`config.mk`:
```
export PLATFORM = sky130hd
export DESIGN_NAME = mem_arbiter
export DESIGN_NICKNAME = d
export VERILOG_FILES = /design/src/rtl/mem_arbiter_pkg.sv /design/src/rtl/bus_watchdog.sv /design/src/rtl/mem_arbiter.sv
export SDC_FILE = /design/constraint.sdc
export NUM_CORES = 1
export LEC_CHECK = 0
export ABC_AREA = 1
export CORE_MARGIN = 4
export CORE_UTILIZATION = 35
export DETAILED_ROUTE_END_ITERATION = 7
export PLACE_DENSITY_LB_ADDON = 0.3
export SYNTH_ARGS = -nofsm -noshare
export SYNTH_HDL_FRONTEND = slang
export SYNTH_SLANG_ARGS = --single-unit
```
`constraint.sdc`:
```
create_clock -name clk -period 1.9 [get_ports clk]
set_input_delay 0.475 -clock clk [delete_from_list [all_inputs] [get_ports clk]]
set_output_delay 0.475 -clock clk [all_outputs]
set_load 0.02 [all_outputs]
```
`src/rtl/mem_arbiter_pkg.sv`:
```
// rtl/mem_arbiter_pkg.sv - shared types and widths for the memory bus arbiter
package mem_arbiter_pkg;

    typedef enum logic [1:0] {
        IDLE   = 2'd0,
        BUSY_I = 2'd1,
        BUSY_D = 2'd2
    } arb_state_t;

    typedef enum logic {
        PORT_I = 1'b0,
        PORT_D = 1'b1
    } port_sel_t;

    localparam int STARVE_W = 4;
    localparam int WDOG_W   = 8;

endpackage

```
`src/rtl/bus_watchdog.sv`:
```
// rtl/bus_watchdog.sv - counts busy cycles and flags the cycle a transaction times out
module bus_watchdog
    import mem_arbiter_pkg::*;
#(
    parameter int TIMEOUT_CYCLES = 255
) (
    input  logic clk,
    input  logic rst_n,
    input  logic clear,
    input  logic enable,
    output logic expired
);

    // The counter holds the number of busy cycles already spent, so the
    // TIMEOUT_CYCLES-th busy cycle is the one where it equals TIMEOUT_CYCLES-1.
    localparam logic [WDOG_W-1:0] LAST = WDOG_W'(TIMEOUT_CYCLES - 1);

    logic [WDOG_W-1:0] cnt;

    // Restart on every grant, otherwise advance once per busy cycle.
    always_ff @(posedge clk or negedge rst_n) begin
        if (!rst_n) begin
            cnt <= '0;
        end else if (clear) begin
            cnt <= '0;
        end else if (enable) begin
            cnt <= cnt + 1'b1;
        end
    end

    assign expired = enable && (cnt == LAST);

endmodule

```
`src/rtl/mem_arbiter.sv`:
```
// rtl/mem_arbiter.sv - shares one memory bus between fetch and data ports
module mem_arbiter
    import mem_arbiter_pkg::*;
#(
    parameter int STARVE_LIMIT   = 4,
    parameter int TIMEOUT_CYCLES = 255
) (
    input  logic        clk,
    input  logic        reset,
    input  logic [31:0] imem_addr,
    input  logic        imem_ena,
    output logic [31:0] imem_din,
    output logic        imem_ready,
    output logic        imem_err,
    input  logic [31:0] dmem_addr,
    input  logic [31:0] dmem_dout,
    input  logic        dmem_ena,
    input  logic [3:0]  dmem_wen,
    output logic [31:0] dmem_din,
    output logic        dmem_ready,
    output logic        dmem_err,
    output logic        bus_req,
    output logic [31:0] bus_addr,
    output logic [31:0] bus_wdata,
    output logic [3:0]  bus_wen,
    input  logic [31:0] bus_rdata,
    input  logic        bus_ack
);

    localparam logic [STARVE_W-1:0] STARVE_MAX = STARVE_W'(STARVE_LIMIT);

    arb_state_t            state;
    arb_state_t            next_state;
    logic [STARVE_W-1:0]   starve_cnt;
    logic                  expired;
    logic                  grant;
    port_sel_t             grant_port;

    logic busy;
    logic done;
    logic timed_out;
    logic i_done;
    logic d_done;
    logic i_elig;
    logic d_elig;
    logic arb_run;

    assign busy      = (state != IDLE);
    assign done      = busy && (bus_ack || expired);
    assign timed_out = busy && expired && !bus_ack;
    assign i_done    = (state == BUSY_I) && done;
    assign d_done    = (state == BUSY_D) && done;
    assign arb_run   = (state == IDLE) || done;

    // A port finishing now, or still showing its ready pulse, cannot be
    // granted again until its requester has had a chance to re-issue.
    assign i_elig = imem_ena && !i_done && !imem_ready;
    assign d_elig = dmem_ena && !d_done && !dmem_ready;

    bus_watchdog #(
        .TIMEOUT_CYCLES(TIMEOUT_CYCLES)
    ) u_watchdog (
        .clk     (clk),
        .rst_n   (reset),
        .clear   (grant),
        .enable  (busy),
        .expired (expired)
    );

    // State register.
    always_ff @(posedge clk or negedge reset) begin
        if (!reset) begin
            state <= IDLE;
        end else begin
            state <= next_state;
        end
    end

    // Next state: follow a grant, otherwise drop to IDLE once the owner finishes.
    always_comb begin
        next_state = state;
        if (grant) begin
            next_state = (grant_port == PORT_D) ? BUSY_D : BUSY_I;
        end else if (done) begin
            next_state = IDLE;
        end
    end

    // Arbitration: data first, fetch once it has waited STARVE_LIMIT data grants.
    always_comb begin
        grant      = 1'b0;
        grant_port = PORT_D;
        if (arb_run) begin
            if (d_elig && (!i_elig || starve_cnt != STARVE_MAX)) begin
                grant      = 1'b1;
                grant_port = PORT_D;
            end else if (i_elig) begin
                grant      = 1'b1;
                grant_port = PORT_I;
            end
        end
    end

    // Count data grants that overtake a waiting fetch.
    always_ff @(posedge clk or negedge reset) begin
        if (!reset) begin
            starve_cnt <= '0;
        end else if (!imem_ena || (grant && grant_port == PORT_I)) begin
            starve_cnt <= '0;
        end else if (grant && starve_cnt != STARVE_MAX) begin
            starve_cnt <= starve_cnt + 1'b1;
        end
    end

    // Bus-side registers, loaded from the winner at each grant.
    always_ff @(posedge clk or negedge reset) begin
        if (!reset) begin
            bus_req   <= 1'b0;
            bus_addr  <= '0;
            bus_wdata <= '0;
            bus_wen   <= '0;
        end else begin
            bus_req <= (next_state != IDLE);
            if (grant && grant_port == PORT_D) begin
                bus_addr  <= dmem_addr;
                bus_wdata <= dmem_dout;
                bus_wen   <= dmem_wen;
            end else if (grant) begin
                bus_addr  <= imem_addr;
                bus_wdata <= '0;
                bus_wen   <= '0;
            end
        end
    end

    // Requester-side completion: ready pulse, error flag and returned data.
    always_ff @(posedge clk or negedge reset) begin
        if (!reset) begin
            imem_ready <= 1'b0;
            imem_err   <= 1'b0;
            imem_din   <= '0;
            dmem_ready <= 1'b0;
            dmem_err   <= 1'b0;
            dmem_din   <= '0;
        end else begin
            imem_ready <= i_done;
            imem_err   <= i_done && timed_out;
            dmem_ready <= d_done;
            dmem_err   <= d_done && timed_out;
            if (i_done) begin
                imem_din <= timed_out ? '0 : bus_rdata;
            end
            if (d_done && timed_out) begin
                dmem_din <= '0;
            end else if (d_done && bus_wen == '0) begin
                dmem_din <= bus_rdata;
            end
        end
    end

endmodule

```
# Word-level counts from Yosys, hierarchy flattened
# Index checks and enable logic that the tools add are counted.
[word_totals]
reg_bits = 151
latch_bits = 0
ram_bits = 0
rom_bits = 0
in_bits = 137
out_inout_bits = 137
wordCells = 78
n_memories = 0
[op_classes]
n_addsub = 2
mul = 0
n_div = 0
order_cmp = 0
n_eq_ne = 4
n_shift = 0
mux = 22
bitwise_logic = 1
n_reduce_logical = 36
[ops]
columns = ["operator", "n"]
rows = [
  ["two-way mux 32 bit", 7],
  ["logical AND 1 bit", 17],
  ["two-way mux 4 bit", 4],
  ["two-way mux 8 bit", 2],
  ["nonzero test 2 bit", 6],
  ["adder 8 x 1 -> 8 bit, second input constant", 1],
  ["equality test 8 bit, second input constant", 1],
  ["logical NOT 1 bit", 7],
  ["two-way mux 1 bit", 6],
  ["two-way mux 2 bit", 3],
  ["adder 4 x 1 -> 4 bit, second input constant", 1],
  ["logical NOT 4 bit", 1],
  ["logical OR 1 bit", 4],
  ["inequality test 4 x 3 -> 1 bit, second input constant", 1],
  ["equality test 2 x 1 -> 1 bit, second input constant", 1],
  ["equality test 2 bit, second input constant", 1],
  ["logical NOT 2 bit", 1],
  ["inverter 1 bit", 1],
]

# Longest topological paths before layout
[logic_depth]
word_depth = 17
mapped_depth = 14
mapped_depth_nobuf = 13

# Modules after synthesis
# From an unflattened synthesis, not the netlist that was laid out.
[unflattened]
cells_unflattened = 706
area_unflattened_um2 = 6328.6
[by_module_without_submodules]
columns = ["module", "n_inst", "cells_per_inst", "area_per_inst_um2", "seq_area_each_um2"]
rows = [
  ["mem_arbiter", 1, 647, 5884.4, 3578.4],
  ["bus_watchdog", 1, 59, 444.2, 200.2],
]

# Least setup slack after synthesis
# Ideal clock, no wire load.
[synth_timing]
path_kind = "register to register"
start = "reg u_watchdog.cnt[0]"
end = "reg bus_addr[11]"
setup_time_ns = 0.118
arrival_time_ns = 1.620
required_time_ns = 1.782
setup_slack_ns = 0.163
path_stages_with_launch = 15
n_path_buf = 1
synth_period_minus_slack_ns = 1.737
path_cell_list = "dfrtp_1 > inv_1 > ha_1 > nand3_1 > nor2_1 > nand2_2 > nand2_4 > nand2_2 > nand2_1 > nand2_2 > nand2_4 > inv_4 > buf_4 > nand3_1 > nand2_1"
[synth_via]
elab_chain_len = 15
elab_cells_between_ends = 25
cone_classes = "1 x eq/ne; 7 x mux; 17 x reduce/logical"
[synth_lines]
columns = ["element", "line", "text"]
rows = [
  ["from (decl)", "bus_watchdog.sv:18", "logic [WDOG_W-1:0] cnt;"],
  ["from (signal assigned)", "bus_watchdog.sv:27", "cnt <= cnt + 1'b1;"],
  ["equality test 8 bit (*)", "bus_watchdog.sv:31", "assign expired = enable && (cnt == LAST);"],
  ["logical AND 1 bit (*)", "bus_watchdog.sv:31", ""],
  ["logical OR 1 bit (*)", "mem_arbiter.sv:49", "assign done = busy && (bus_ack || expired);"],
  ["logical AND 1 bit (*)", "mem_arbiter.sv:49", ""],
  ["logical AND 1 bit", "mem_arbiter.sv:51", "assign i_done = (state == BUSY_I) && done;"],
  ["logical NOT 1 bit", "mem_arbiter.sv:57", "assign i_elig = imem_ena && !i_done && !imem_ready;"],
  ["logical AND 1 bit (2 in series)", "mem_arbiter.sv:57", ""],
  ["logical NOT 1 bit", "mem_arbiter.sv:94", "if (d_elig && (!i_elig || starve_cnt != STARVE_MAX)) begin"],
  ["logical OR 1 bit", "mem_arbiter.sv:94", ""],
  ["logical AND 1 bit", "mem_arbiter.sv:94", ""],
  ["two-way mux 1 bit", "mem_arbiter.sv:94", ""],
  ["two-way mux 1 bit", "mem_arbiter.sv:93", "if (arb_run) begin"],
  ["logical AND 1 bit", "mem_arbiter.sv:124", "if (grant && grant_port == PORT_D) begin"],
  ["two-way mux 32 bit or nonzero test 2 bit (tied branches)", "-", ""],
  ["to (signal assigned)", "mem_arbiter.sv:125", "bus_addr <= dmem_addr;"],
  ["to (signal assigned)", "mem_arbiter.sv:129", "bus_addr <= imem_addr;"],
  ["to (decl)", "mem_arbiter.sv:23", "output logic [31:0] bus_addr,"],
]
# Every way passes the cells marked *; elsewhere a longest branch is shown, timed or not.
# A chain may end at the register's enable or synchronous reset.

# Worst setup path after layout
[layout_timing]
start = "reg bus_addr[30]"
end = "out bus_addr[30]"
# No word-level cell between the ends.

==> metrics.cfg <==
[outcome]
status=finished clean

[global_routing]
grt_pass1_vias=6354
overall_routing_resource_usage_pct=19.2
grt_util_met1_pct=24.1
grt.met2_usage_pct=30.9
use_met3_pct=7.67
antenna_found_initial=0
grt_first_pass_wirelength_um=33500
grt_max_degree=65
grt_overflow=0
grt_most_used_layer=met2

[place]
placed_area_um2=9980
routabilityCongestion=0.855
place.detailed.hpwl_um=14500
placement.setup.worst_slack_ps=-306
post-place-cells=1295
io_port_bufs=273

[die]
design.die.area_um2=21500
io_pins=274
dieHeight_um=147
die_x_um=147
fp.coreArea_um2=18800
initial_utilization_pct=35.8
floorplan.rows=50

[layout]
layout.cells.most_common_list=218 x sky130_fd_sc_hd__nand2_1, 166 x sky130_fd_sc_hd__clkdlybuf4s50_1, 151 x sky130_fd_sc_hd__dfrtp_1, 117 x sky130_fd_sc_hd__inv_1, 91 x sky130_fd_sc_hd__o21ai_0
seq_area_um2=3780
finish.utilization_pct=58.8
fin_area_um2=11000
drive_gt1_share_pct=9.06
n_antenna_cell=0
post_layout_nonfiller_instances=1338
finish.net_count=1232
multi_input_area_um2=2320
area.growth.synth_to_final_pct=64.2
fill_cells=1678
final_common_cell=sky130_fd_sc_hd__nand2_1

[synth]
area_fraction_of_the_dominant_cell_type_after_synthesis_pct=56.2
synthesis.yosys.warnings=0
synthDominantAreaCellType=sky130_fd_sc_hd__dfrtp_1
synth-seq-cells=151
post_synth_num_cell_types=29
synth_seq_area_share_pct=56.2
syn_avg_cell_area_um2=8.43
synth_area_leaders=sky130_fd_sc_hd__dfrtp_1 56%, sky130_fd_sc_hd__nand2_1 12%, sky130_fd_sc_hd__o21ai_0 7.6%
synth_area_um2=6720
synthCells=797
syn-num-nets=938

[cts]
cts.clk_slew.worst_paths_ps=70
clkLatencyLatePin_ps=420
tritoncts.num_buffers=17
tritoncts=built
cts_max_path_buffers=2
htree_num_levels=4
ctsRootBufferMaster=sky130_fd_sc_hd__clkbuf_16
cts_sinks=151

[critical_path]
worstSetupEndpoint=bus_addr[30]
critPathKind=reg -> out
ff2ff_path_depth=13
cp.depth=1
critical_path_arrival_ps=1390
number_of_buffer_and_inverter_instances_along_the_worst_setup_path=1
critical_path_peak_fanout=2
slowest_stage_cell_on_the_critical_path=sky130_fd_sc_hd__clkdlybuf4s50_1
setup.reg_to_reg.worst_slack_ps=70
regToRegEndpoint=bus_addr[1]
critical_path_source=bus_addr[30]
regToRegStartpoint=u_watchdog.cnt[0]
slowest_delay_ps=620
start_kind=flop
worst_path_cell_chain=clkdlybuf4s50_1
cp.required_ps=1420
path_delay_family=buffers and inverters
critical_path.endpoint_type=output pin

[sta]
setup_violators_final=0
fin_worst_hold_slack_ps=472
worst_clock_skew_ps=14.1
max_freq_mhz=536
setup_slack_ps=34.7
finalHoldViolations=0
finalCritPeriodShare_pct=98.2
tns_ps=0
drv_slew=0
rsz_0062_raised_after_global_routing=yes
slew_headroom_pct=62.7
shortest_period_the_worst_path_allows_ps=1870
worstMarginPinSlew_ps=554

[power_and_ir_drop]
power.combinational.fraction_pct=42.8
netSwitchingPower_mw=5.75
internal-power_mw=9.52
switching_share_pct=37.7
static-leakage-power_nw=6.43
max-vdd-ir-drop_v=0.000855
total_power_mw=15.3
power_per_cell_area_nw_per_um2=1380
seqPwrFrac_pct=33.4
power.share.clock_pct=23.8

[detailed_routing]
dr.pass1.iters=4
wire_length_per_cell_um=16.1
ant_nets=0
detailroute.via_count=6348
drc=0
viasPerCell=4.74
detail_route.iter0.violations=268
route.final.wire_length_um=21500

[hold_path]
worstHoldPathType=reg -> reg

[flow_run]
maxCapViolCount=0

worst min-delay path by stage:
stage	from	to	slack, ps	depth (start not counted)
finish	bus_addr[3]	bus_addr[3]	470	2
global route	bus_addr[23]	bus_addr[23]	510	2
CTS	bus_addr[8]	bus_addr[8]	490	2
detailed placement	reset	bus_addr[13]	400	1
global placement	reset	bus_addr[13]	390	1
floorplan	reset	bus_addr[0]	180	0
flip-flops by register name (all words and copies together), names as in the netlist, 2 cells and up:
name / cells
imem_din: 32
starve_cnt: 4
dmem_din: 32
u_watchdog.cnt: 8
state: 2
bus_wdata: 32
bus_addr: 32
bus_wen: 4
synthesized netlist by cell type:
library cell and n:
sky130_fd_sc_hd__a21boi_4 1, sky130_fd_sc_hd__a21oi_1 4, sky130_fd_sc_hd__buf_1 4, sky130_fd_sc_hd__buf_2 16, sky130_fd_sc_hd__buf_4 4, sky130_fd_sc_hd__buf_6 3
sky130_fd_sc_hd__clkbuf_1 19, sky130_fd_sc_hd__clkinv_1 1, sky130_fd_sc_hd__dfrtp_1 151, sky130_fd_sc_hd__ha_1 4, sky130_fd_sc_hd__inv_1 118, sky130_fd_sc_hd__inv_4 1
sky130_fd_sc_hd__nand2_1 222, sky130_fd_sc_hd__nand2_2 3, sky130_fd_sc_hd__nand2_4 2, sky130_fd_sc_hd__nand3_1 73, sky130_fd_sc_hd__nand3_2 2, sky130_fd_sc_hd__nand4_1 37
sky130_fd_sc_hd__nor2_1 17, sky130_fd_sc_hd__nor2_4 1, sky130_fd_sc_hd__nor3_1 2, sky130_fd_sc_hd__nor3b_1 1, sky130_fd_sc_hd__nor3b_2 1, sky130_fd_sc_hd__nor4_1 1
sky130_fd_sc_hd__o21ai_0 102, sky130_fd_sc_hd__o21ai_1 1, sky130_fd_sc_hd__or2_2 1, sky130_fd_sc_hd__xnor2_1 1, sky130_fd_sc_hd__xor2_1 4
cell type report:
class                   instances  area share [%]
flip-flops and latches        151            34.3
repair buffers                321            32.3
multi-input cells             480            21.0
inverters                     120            4.11
clock buffers                  17            3.86
well taps                     234            2.65
clock inverters                15            1.81
power groups by stage:
| stage | Combinational (mW) | Sequential, mW | Clock, mW |
|---|---|---|---|
| after floorplan | 1.66 | 6.58 | 0 |
| after global placement | 6.62 | 5.14 | 0 |
| after detailed placement | 6.68 | 5.18 | 0 |
| after CTS | 6.55 | 5.14 | 3.72 |
| after global routing | 7.04 | 5.25 | 3.86 |
| final | 6.53 | 5.11 | 3.63 |
layer usage:
metal | routed length [µm] | vias up
met5 | 0 | -
met4 | 262 | 0
met2 | 10100 | 255
met1 | 9130 | 2949
li1 | - | 3124
met3 | 1990 | 20
kinds of logic after synthesis:
logic type / after synthesis / share of synthesized area [%]
compound gates: 108 / 8.25
xor+xnor: 5 / 0.652
fa+ha+maj: 4 / 0.745
buf+inv: 166 / 10.2
flops: 151 / 56.2
simple gates: 363 / 23.9
what timing repair did:
| item | in CTS | in global routing |
|---|---|---|
| endpoints found under the hold margin | 31 | 0 |
| pin swaps | 0 | 4 |
| gates cloned | 0 | 5 |
| setup endpoints to repair | 26 | 154 |
| setup buffers | 0 | 5 |
| gates resized for setup | 26 | 111 |
| hold buffers | 1 | 0 |
Note: power is estimated with default switching activity, not from simulation.
